[src/rtl/dmi_sba_loader_pkg.sv]
// ---------------------------------------------------------------------------
// dmi_sba_loader_pkg
//
// Shared debug-module definitions used by the SBA loader: DMI register
// addresses, DMI request/response op encodings, SBCS field positions, the
// SBCS value written before a burst, and the loader state type.
// ---------------------------------------------------------------------------
package dmi_sba_loader_pkg;

    // DMI register addresses of the system bus access block
    localparam logic [6:0] DMI_ADDR_SBCS       = 7'h38;
    localparam logic [6:0] DMI_ADDR_SBADDRESS0 = 7'h39;
    localparam logic [6:0] DMI_ADDR_SBDATA0    = 7'h3C;

    // DMI request ops
    localparam logic [1:0] DMI_OP_READ  = 2'd1;
    localparam logic [1:0] DMI_OP_WRITE = 2'd2;

    // DMI response ops
    localparam logic [1:0] DMI_RESP_OK     = 2'd0;
    localparam logic [1:0] DMI_RESP_FAILED = 2'd2;
    localparam logic [1:0] DMI_RESP_BUSY   = 2'd3;

    // SBCS field positions
    localparam int SBCS_SBERROR_LSB     = 12;
    localparam int SBCS_SBERROR_MSB     = 14;
    localparam int SBCS_SBBUSY_BIT      = 21;
    localparam int SBCS_SBBUSYERROR_BIT = 22;

    // sbaccess=2 (32-bit), sbautoincrement=1, sbreadondata=1
    localparam logic [31:0] SBCS_INIT_VALUE = 32'h0005_8000;

    typedef enum logic [2:0] {
        ST_IDLE,
        ST_WR_SBCS,
        ST_WR_ADDR,
        ST_WR_DATA,
        ST_POLL,
        ST_WAIT_RESP,
        ST_DONE,
        ST_ERR
    } loader_state_e;

    // A polled SBCS reports a bus error or a busy-error
    function automatic logic sbcs_has_error(input logic [31:0] sbcs);
        return (sbcs[SBCS_SBERROR_MSB:SBCS_SBERROR_LSB] != 3'b000) ||
               sbcs[SBCS_SBBUSYERROR_BIT];
    endfunction

    // A polled SBCS reports the system bus still busy
    function automatic logic sbcs_is_busy(input logic [31:0] sbcs);
        return sbcs[SBCS_SBBUSY_BIT];
    endfunction

endpackage

[src/rtl/dmi_sba_loader.sv]
// ---------------------------------------------------------------------------
// dmi_sba_loader
//
// Streams a block of 32-bit words into system memory through the debug
// module's system bus access registers. For each command it programs SBCS
// for auto-incrementing 32-bit accesses, writes the base address, then
// writes one SBData0 per word, polling SBCS every PollInterval words and
// after the last word.
//
// Ports
//   clk, rst_n                      clock, asynchronous active-low reset
//   cmd_valid/cmd_ready             load command handshake
//   cmd_addr, cmd_len               word-aligned base address, word count
//   wdata_valid/wdata_ready, wdata  payload word stream
//   dmi_req_*                       DMI request channel (one outstanding)
//   dmi_resp_*                      DMI response channel
//   busy, done, err                 status (done is a pulse, err is sticky)
// ---------------------------------------------------------------------------
module dmi_sba_loader
    import dmi_sba_loader_pkg::*;
#(
    parameter int PollInterval = 128,
    parameter int MaxPolls     = 16
) (
    input  logic        clk,
    input  logic        rst_n,
    input  logic        cmd_valid,
    output logic        cmd_ready,
    input  logic [31:0] cmd_addr,
    input  logic [15:0] cmd_len,
    input  logic        wdata_valid,
    output logic        wdata_ready,
    input  logic [31:0] wdata,
    output logic        dmi_req_valid,
    input  logic        dmi_req_ready,
    output logic [6:0]  dmi_req_addr,
    output logic [1:0]  dmi_req_op,
    output logic [31:0] dmi_req_data,
    input  logic        dmi_resp_valid,
    output logic        dmi_resp_ready,
    input  logic [31:0] dmi_resp_data,
    input  logic [1:0]  dmi_resp_op,
    output logic        busy,
    output logic        done,
    output logic        err
);

    localparam int IntW  = $clog2(PollInterval + 1);
    localparam int PollW = $clog2(MaxPolls + 1);

    loader_state_e state, state_next;

    logic [31:0]      addr_q;
    logic [15:0]      len_q;
    logic [15:0]      word_cnt;
    logic [IntW-1:0]  interval_cnt;
    logic [PollW-1:0] poll_cnt;
    logic             err_q;

    // The request register holds the single outstanding DMI request; it is
    // only loaded in the issuing states, so it is stable while in WAIT_RESP.
    logic             req_pending;
    logic [6:0]       req_addr_q;
    logic [1:0]       req_op_q;
    logic [31:0]      req_data_q;

    logic             cmd_fire;
    logic             wdata_fire;
    logic             req_fire;
    logic             resp_fire;
    logic             resp_is_poll;
    logic [15:0]      word_cnt_inc;
    logic [IntW-1:0]  interval_inc;
    logic             interval_full;
    logic             last_word;
    logic             all_words_done;
    logic [PollW-1:0] poll_cnt_inc;
    logic             poll_limit;
    logic             poll_error;
    logic             poll_busy;

    assign cmd_fire       = cmd_valid && cmd_ready;
    assign wdata_fire     = wdata_valid && wdata_ready;
    assign req_fire       = dmi_req_valid && dmi_req_ready;
    assign resp_fire      = dmi_resp_valid && dmi_resp_ready;
    assign resp_is_poll   = (req_op_q == DMI_OP_READ);
    assign word_cnt_inc   = word_cnt + 16'd1;
    assign interval_inc   = interval_cnt + IntW'(1);
    assign interval_full  = (interval_inc == IntW'(PollInterval));
    assign last_word      = (word_cnt_inc == len_q);
    assign all_words_done = (word_cnt == len_q);
    assign poll_cnt_inc   = poll_cnt + PollW'(1);
    assign poll_limit     = (poll_cnt_inc == PollW'(MaxPolls));
    assign poll_error     = sbcs_has_error(dmi_resp_data);
    assign poll_busy      = sbcs_is_busy(dmi_resp_data);

    // State register
    always_ff @(posedge clk or negedge rst_n) begin
        if (!rst_n) begin
            state <= ST_IDLE;
        end else begin
            state <= state_next;
        end
    end

    // Next-state logic. WAIT_RESP decides where to go from the kind of
    // request that was outstanding, recovered from its address and op.
    always_comb begin
        state_next = state;
        case (state)
            ST_IDLE: begin
                if (cmd_fire) begin
                    state_next = (cmd_len == 16'd0) ? ST_DONE : ST_WR_SBCS;
                end
            end
            ST_WR_SBCS, ST_WR_ADDR, ST_POLL: begin
                state_next = ST_WAIT_RESP;
            end
            ST_WR_DATA: begin
                if (wdata_fire) begin
                    state_next = ST_WAIT_RESP;
                end
            end
            ST_WAIT_RESP: begin
                if (resp_fire) begin
                    if (dmi_resp_op == DMI_RESP_BUSY) begin
                        state_next = ST_WAIT_RESP;
                    end else if (dmi_resp_op != DMI_RESP_OK) begin
                        state_next = ST_ERR;
                    end else if (resp_is_poll) begin
                        if (poll_error) begin
                            state_next = ST_ERR;
                        end else if (poll_busy) begin
                            state_next = poll_limit ? ST_ERR : ST_POLL;
                        end else begin
                            state_next = all_words_done ? ST_DONE : ST_WR_DATA;
                        end
                    end else if (req_addr_q == DMI_ADDR_SBCS) begin
                        state_next = ST_WR_ADDR;
                    end else if (req_addr_q == DMI_ADDR_SBADDRESS0) begin
                        state_next = ST_WR_DATA;
                    end else begin
                        state_next = (interval_full || last_word) ? ST_POLL : ST_WR_DATA;
                    end
                end
            end
            ST_DONE, ST_ERR: begin
                state_next = ST_IDLE;
            end
            default: begin
                state_next = ST_IDLE;
            end
        endcase
    end

    // Outputs. cmd_ready is gated by rst_n so it stays low while reset is held.
    always_comb begin
        cmd_ready      = rst_n && (state == ST_IDLE);
        wdata_ready    = (state == ST_WR_DATA);
        dmi_req_valid  = req_pending;
        dmi_req_addr   = req_addr_q;
        dmi_req_op     = req_op_q;
        dmi_req_data   = req_data_q;
        dmi_resp_ready = (state == ST_WAIT_RESP) && !req_pending;
        busy           = (state != ST_IDLE);
        done           = (state == ST_DONE);
        err            = err_q;
    end

    // Command latch, request register, counters and sticky error.
    // A busy response re-arms the request register untouched, which is what
    // makes the reissued request identical to the original.
    always_ff @(posedge clk or negedge rst_n) begin
        if (!rst_n) begin
            addr_q       <= '0;
            len_q        <= '0;
            word_cnt     <= '0;
            interval_cnt <= '0;
            poll_cnt     <= '0;
            err_q        <= 1'b0;
            req_pending  <= 1'b0;
            req_addr_q   <= '0;
            req_op_q     <= '0;
            req_data_q   <= '0;
        end else begin
            if (cmd_fire) begin
                addr_q       <= cmd_addr;
                len_q        <= cmd_len;
                word_cnt     <= '0;
                interval_cnt <= '0;
                poll_cnt     <= '0;
                err_q        <= 1'b0;
            end

            if ((state != ST_ERR) && (state_next == ST_ERR)) begin
                err_q <= 1'b1;
            end

            case (state)
                ST_WR_SBCS: begin
                    req_pending <= 1'b1;
                    req_addr_q  <= DMI_ADDR_SBCS;
                    req_op_q    <= DMI_OP_WRITE;
                    req_data_q  <= SBCS_INIT_VALUE;
                end
                ST_WR_ADDR: begin
                    req_pending <= 1'b1;
                    req_addr_q  <= DMI_ADDR_SBADDRESS0;
                    req_op_q    <= DMI_OP_WRITE;
                    req_data_q  <= addr_q;
                end
                ST_WR_DATA: begin
                    if (wdata_fire) begin
                        req_pending <= 1'b1;
                        req_addr_q  <= DMI_ADDR_SBDATA0;
                        req_op_q    <= DMI_OP_WRITE;
                        req_data_q  <= wdata;
                    end
                end
                ST_POLL: begin
                    req_pending <= 1'b1;
                    req_addr_q  <= DMI_ADDR_SBCS;
                    req_op_q    <= DMI_OP_READ;
                    req_data_q  <= '0;
                end
                ST_WAIT_RESP: begin
                    if (req_fire) begin
                        req_pending <= 1'b0;
                    end else if (resp_fire) begin
                        if (dmi_resp_op == DMI_RESP_BUSY) begin
                            req_pending <= 1'b1;
                        end else if (dmi_resp_op == DMI_RESP_OK) begin
                            if (resp_is_poll) begin
                                if (!poll_error && poll_busy) begin
                                    poll_cnt <= poll_cnt_inc;
                                end else begin
                                    poll_cnt <= '0;
                                end
                            end else if (req_addr_q == DMI_ADDR_SBDATA0) begin
                                word_cnt     <= word_cnt_inc;
                                interval_cnt <= interval_full ? '0 : interval_inc;
                            end
                        end
                    end
                end
                default: begin
                end
            endcase
        end
    end

endmodule

[config.mk]
export PLATFORM = sky130hd
export DESIGN_NAME = dmi_sba_loader
export DESIGN_NICKNAME = d
export VERILOG_FILES = /design/src/rtl/dmi_sba_loader_pkg.sv /design/src/rtl/dmi_sba_loader.sv
export SDC_FILE = /design/constraint.sdc
export NUM_CORES = 1
export LEC_CHECK = 0
export CAP_MARGIN = 20
export CORE_ASPECT_RATIO = 2
export CORE_MARGIN = 4
export CORE_UTILIZATION = 34
export CTS_CLUSTER_DIAMETER = 30
export DETAILED_ROUTE_END_ITERATION = 10
export PLACE_DENSITY = 0.59
export SLEW_MARGIN = 5
export SYNTH_ARGS = -nofsm -noshare
export SYNTH_HDL_FRONTEND = slang
export SYNTH_SLANG_ARGS = --single-unit
[constraint.sdc]
create_clock -name clk -period 2.6 [get_ports clk]
set_clock_uncertainty 0.2 [all_clocks]
set_input_delay 0.52 -clock clk [delete_from_list [all_inputs] [get_ports clk]]
set_output_delay 0.52 -clock clk [all_outputs]
set_load 0.05 [all_outputs]
==> After elaboration in Yosys (flattened, before gate mapping) <==
Cells that the tools add are included.
Widths: inputs -> output; s select.
{ "op_classes": {"reduce_logical": 31, "eq_ne": 21, "mux": 53, "n_addsub": 3} }
{ "ops": {"columns": ["op", "n"], "rows": [
  ["$mux 16", 8],
  ["$pmux 32 s4", 1],
  ["$mux 8", 9],
  ["$mux 5", 8],
  ["$mux 3", 13],
  ["$eq 16x16->1", 2],
  ["$mux 32", 1],
  ["$eq 7x6->1 const B", 3],
  ["$pmux 7 s3", 1],
  ["$add 16x1->16 const B", 1],
  ["$logic_not 16->1", 1],
  ["$eq 3x3->1 const B", 5],
  ["$pmux 3 s5", 1],
  ["$reduce_bool 3->1", 5],
  ["$ne 3x3->1 const B", 3],
  ["$add 8x1->8 const B", 1],
  ["$eq 8x8->1 const B", 1],
  ["$logic_and 1x1->1", 8],
  ["$mux 7", 1],
  ["$eq 3x2->1 const B", 2],
  ["$mux 1", 6],
  ["$pmux 2 s3", 1],
  ["$reduce_and 2->1", 3],
  ["$reduce_or 2->1", 3],
  ["16 further kinds", 20]
]} }
{ "word_totals": {"regBits": 123, "output_inout_bits": 48, "inputBits": 120} }

==> Logic depth before layout (Yosys ltp) <==
{ "depth": {"word_depth": 14, "depth_mapped": 10} }

==> Worst setup path after synthesis <==
OpenSTA, ideal clock, no wires.
{ "synth_timing": {"path_kind": "reg2reg", "startpoint": "reg word_cnt[0]", "endpoint": "reg err_q, in the netlist err", "period_less_slack_ns": 2.839, "n_path_buf": 1, "path_stages_with_launch": 10, "arrival_time_ns": 2.517, "setup_ns": 0.122, "path_slack_ns": -0.239, "cell_sequence": "dfrtp_1 > ha_1 > clkbuf_1 > and4_1 > a21o_1 > a21oi_1 > or4_4 > a2111oi_4 > o22ai_1 > a32o_1"} }
{ "synth_via": {"elab_chain_len": 14, "elab_cells_between_ends": 19, "cone_classes": "1 x add/sub; 3 x eq/ne; 12 x mux; 3 x reduce/logical"} }
{ "synth_lines": {"columns": ["element", "line_no", "text"], "rows": [
  ["start: declaration", "dmi_sba_loader.sv:55", "logic [15:0] word_cnt;"],
  ["start signal: assignment", "dmi_sba_loader.sv:240", "word_cnt <= word_cnt_inc;"],
  ["$add 16x1->16", "dmi_sba_loader.sv:87", "assign word_cnt_inc = word_cnt + 16'd1;"],
  ["$eq 16x16->1", "dmi_sba_loader.sv:90", "assign last_word = (word_cnt_inc == len_q);"],
  ["$logic_or 1x1->1", "dmi_sba_loader.sv:143", "state_next = (interval_full || last_word) ? ST_POLL : ST_WR_DATA;"],
  ["$mux 3", "dmi_sba_loader.sv:143", null],
  ["$mux 3", "dmi_sba_loader.sv:140", "end else if (req_addr_q == DMI_ADDR_SBADDRESS0) begin"],
  ["$mux 3", "dmi_sba_loader.sv:138", "end else if (req_addr_q == DMI_ADDR_SBCS) begin"],
  ["$mux 3 *", "dmi_sba_loader.sv:130", "end else if (resp_is_poll) begin"],
  ["$mux 3 *", "dmi_sba_loader.sv:128", "end else if (dmi_resp_op != DMI_RESP_OK) begin"],
  ["$mux 3 *", "dmi_sba_loader.sv:126", "if (dmi_resp_op == DMI_RESP_BUSY) begin"],
  ["$mux 3 *", "dmi_sba_loader.sv:125", "if (resp_fire) begin"],
  ["$pmux 3 s5 *", "dmi_sba_loader.sv:110", "case (state)"],
  ["$eq 3x3->1 *", "dmi_sba_loader.sv:195", "if ((state != ST_ERR) && (state_next == ST_ERR)) begin"],
  ["$logic_and 1x1->1 *", "dmi_sba_loader.sv:195", null],
  ["$mux 1 or $reduce_bool 2->1 (tied branches)", null, null],
  ["end signal: assignment", "dmi_sba_loader.sv:180", "err_q <= 1'b0;"],
  ["end signal: assignment", "dmi_sba_loader.sv:192", "err_q <= 1'b0;"],
  ["end signal: assignment", "dmi_sba_loader.sv:196", "err_q <= 1'b1;"],
  ["end: declaration", "dmi_sba_loader.sv:58", "logic err_q;"]
]} }
Every way passes the cells marked *; elsewhere a longest branch is shown, timed or not.
A chain may end at the register's enable or synchronous reset.

==> Final worst setup path <==
{ "layout_timing": {"startpoint": "reg word_cnt[1]", "endpoint": "reg err_q, in the netlist err"} }
The elaborated chain is that of the path after synthesis.

==> results.yml <==
detailed_routing:
  route.detailed.drc: 0
  routed_wl_um: 19300
  route.detailed.vias_per_inst: 5.08
  detailedRoute.firstIterationViolations: 227
  route.antenna.remaining_nets: 0
  drt_first_pass_iters: 4
  wire_per_inst_um: 17.0
  detailroute.via_count: 5741
grt:
  grt_first_pass_wirelength_um: 30100
  grt_max_degree: 93
  antenna_found_initial: 0
  globalRoute.totalOverflow: 0
  grt_usage: 0.194
  vias_in_the_first_global_route: 6051
final_layout:
  drive_above_1_share: 0.164
  multi_input_comb_area_um2: 2990
  layout.nets: 1032
  n_antenna_cell: 0
  final_core_util: 0.516
  final_area_um2: 9000
  combined_flip_flop_and_latch_cell_area_um2: 2980
  final_cells: 1131
  num-fill-cells: 1642
  area_growth_syn_to_layout_pct: 48.1
critical_path:
  rr_startpoint: "word_cnt[1]"
  cp_max_fo: 4
  startpoint_type: "register"
  arrival_ns: 2.76
  crit_type: "reg2reg"
  worstPathRequired_ns: 2.71
  endpoint_kind: "register"
  startpoint: "word_cnt[1]"
power:
  design_power_total_mw: 7.79
  power.ir.vdd_worst_mv: 0.453
  power_per_cell_area_nw_per_um2: 865
  cellLeakagePower_nw: 4.05
timing:
  fin_hold_ws_ns: 0.272
  fmaxAchievable_ghz: 0.377
  final.setup.worst_slack_ns: -0.0550
  rsz0062_at_grt: "true"
  final_min_period_over_clock_period: 1.02
  worst_max_slew_pin_slew_ns: 0.641
  final.min_clock_period_ns: 2.65
  slew-limit-headroom: 0.573
  final_max_slew_viol_count: 0
  finalSetupViolations: 2
  timing_hold_violations_final: 0
floorplanning:
  placement_rows: 68
  floorplan.core_area_um2: 17400
  die-area_um2: 20200
  initial_core_util: 0.348
  die_x_um: 103
  die_y_um: 197
  pin_count: 168
logic_synthesis:
  combinational_family_with_the_most_area_after_synthesis: "simple AND/OR/NAND/NOR gates"
  avgSynthCellArea_um2: 8.63
  syn-cell-area_um2: 6070
  synth-edff-count: 0
  synth.yosys.warnings: 0
  synth_simple_gate_area_share: 0.259
  post-synth-top-area-fraction: 0.490
  synth.yosys.seq_area_share: 0.490
  ys_ff_latch: 119
  post_synth_main_area_contributors: "sky130_fd_sc_hd__dfrtp_1, sky130_fd_sc_hd__nand2_1, sky130_fd_sc_hd__o21ai_0, sky130_fd_sc_hd__a22oi_1, sky130_fd_sc_hd__xnor2_1"
  synth-adder-area-share: 0.00618
  yosys-mux-area-fraction: 0.00989
  biggest_area_consumer_among_synthesized_cells: "sky130_fd_sc_hd__dfrtp_1"
  cell_count_after_synthesis: 704
  yosys.area_share.xor_xnor: 0.0461
  ys_types: 60
  postSynth.asyncResetShare: 1.00
  synth_compound_area_frac: 0.153
  postSynth.topFlopCell: "sky130_fd_sc_hd__dfrtp_1"
place:
  dp_hpwl_um: 13900
  finalWeightedCongestion: 0.905
  placed_cells: 1085
  numPortBuffers: 138
  post_dp_cell_area_um2: 8200
run_status:
  violations_in_the_final_reports: "setup timing"
  status: "finished with violations"
cts:
  worst_setup_hold_path_clk_slew_ns: 0.06
  cts-root-buf: "sky130_fd_sc_hd__clkbuf_16"
  clock_sink_count: 119
  cts_htree_levels: 4
  cts_tree: "done"
  clkLatencyLatePin_ns: 0.42
  cts_made_buffers: 17
  cts.path.max_buffers: 2
flow_run:
  drv.max_cap_violation_count: 0
worst_hold_path:
  min_path_type: "reg2reg"
  worst_min_delay_path_startpoint: "addr_q[23]"
cell families after synthesis:
kind of cell / after synthesis
flops: 119
simple gates: 349
fa+ha+maj: 3
xor+xnor: 32
buf+inv: 49
mux: 6
other cells: 1
compound gates: 145
Yosys cell counts (all sizes together), types with 3 or more instances:
library cell / n
nor4: 10
nand4: 11
nand3: 18
mux2i: 6
nand2: 226
o31ai: 4
nor2b: 5
and2: 8
a22oi: 29
xor2: 10
ha: 3
or3: 3
o21ai: 71
inv: 5
dfrtp: 119
xnor2: 22
nand2b: 5
and3: 5
buf: 12
a31oi: 5
and4: 4
a21oi: 8
clkbuf: 32
nor2: 36
a21o: 5
nor3: 9
a2111oi: 4
worst paths after layout:
path                                        end  slack (ns)  cells past startpoint
worst min register to register       addr_q[23]        0.27                      2
max in group asynchronous          word_cnt[12]        1.21                      3
min in group asynchronous       dmi_req_addr[4]        0.52                      3
worst max register to register              err       -0.05                      9
worst max-delay path                        err       -0.05                      9
worst min-delay path                 addr_q[23]        0.27                      2
layout by cell type, fill, tap and decap left out, types with 4 or more instances in the layout:
| cell | n |
|---|---|
| sky130_fd_sc_hd__xor2_1 | 10 |
| sky130_fd_sc_hd__buf_12 | 6 |
| sky130_fd_sc_hd__buf_6 | 5 |
| sky130_fd_sc_hd__o21ai_0 | 68 |
| sky130_fd_sc_hd__mux2i_1 | 6 |
| sky130_fd_sc_hd__nand2_1 | 225 |
| sky130_fd_sc_hd__nand4_1 | 10 |
| sky130_fd_sc_hd__nor3_1 | 8 |
| sky130_fd_sc_hd__a21o_1 | 5 |
| sky130_fd_sc_hd__nand2b_1 | 5 |
| sky130_fd_sc_hd__a21oi_1 | 8 |
| sky130_fd_sc_hd__a22oi_1 | 29 |
| sky130_fd_sc_hd__nor2b_1 | 4 |
| sky130_fd_sc_hd__nand3_1 | 17 |
| sky130_fd_sc_hd__clkdlybuf4s50_1 | 132 |
| sky130_fd_sc_hd__xnor2_1 | 20 |
| sky130_fd_sc_hd__nor4_1 | 7 |
| sky130_fd_sc_hd__nor2_1 | 35 |
| sky130_fd_sc_hd__clkbuf_16 | 17 |
| sky130_fd_sc_hd__o31ai_1 | 4 |
| sky130_fd_sc_hd__a31oi_1 | 4 |
| sky130_fd_sc_hd__dfrtp_1 | 118 |
| sky130_fd_sc_hd__and2_1 | 7 |
| sky130_fd_sc_hd__buf_4 | 85 |
| sky130_fd_sc_hd__inv_1 | 5 |
what timing repair did:
item                                    CTS  global route
hold endpoints to repair                 27             0
pin swaps                                15             2
resized for setup                        13             4
endpoints found under the setup margin    3             4
hold buffers                              1             0
buffers inserted                         14             0
per-layer routing:
metal | vias to the layer above | wire length (µm) | track usage | share of wire
met3 | 49 | 739 | 0.0346 | 0.038
met5 | - | 0 | 0 | 0
li1 | 2827 | - | - | -
met2 | 143 | 11000 | 0.371 | 0.57
met4 | 0 | 848 | 0.0998 | 0.044
met1 | 2722 | 6700 | 0.190 | 0.35
report_power, final:
part           internal, mW  leakage, nW  switching, mW
clock                  1.57        0.293          0.828
combinational          1.12         2.16           1.73
sequential             2.24         1.59          0.290
total                  4.94         4.05           2.85
registers in the layout (all words and copies together) (netlist names):
name,count
err,1
dmi_req_op,2
dmi_req_addr,3
poll_cnt,5
state,3
dmi_req_valid,1
word_cnt,16
dmi_req_data,32
len_q,16
interval_cnt,8
addr_q,32
final cells by class:
class / instances / area share
Clock buffer: 23 / 0.0531
Clock inverter: 8 / 0.0135
Inverter: 5 / 0.00209
Multi-Input combinational cell: 537 / 0.332
Sequential cell: 119 / 0.331
Tap cell: 210 / 0.0292
Timing Repair Buffer: 229 / 0.238
per-stage QoR:
stage,worst slack [ns],TNS (ns)
5_1_grt,-0.190,-0.449
6_report,-0.0550,-0.0561
3_3_place_gp,-0.0806,-0.116
3_5_place_dp,-0.125,-0.253
2_1_floorplan,-0.0689,-0.0748
4_1_cts,-0.0391,-0.0391
critical path, stage by stage (launching register included):
cell                        delay (ns)
sky130_fd_sc_hd__dfrtp_1          0.40
sky130_fd_sc_hd__ha_4             0.18
sky130_fd_sc_hd__nand4_1          0.13
sky130_fd_sc_hd__buf_6            0.15
sky130_fd_sc_hd__o31a_1           0.25
sky130_fd_sc_hd__a311oi_2         0.21
sky130_fd_sc_hd__o2111ai_2        0.18
sky130_fd_sc_hd__a2111oi_4        0.46
sky130_fd_sc_hd__o22ai_1          0.15
sky130_fd_sc_hd__a32o_1           0.23
Power figures use the tool's default switching activity.
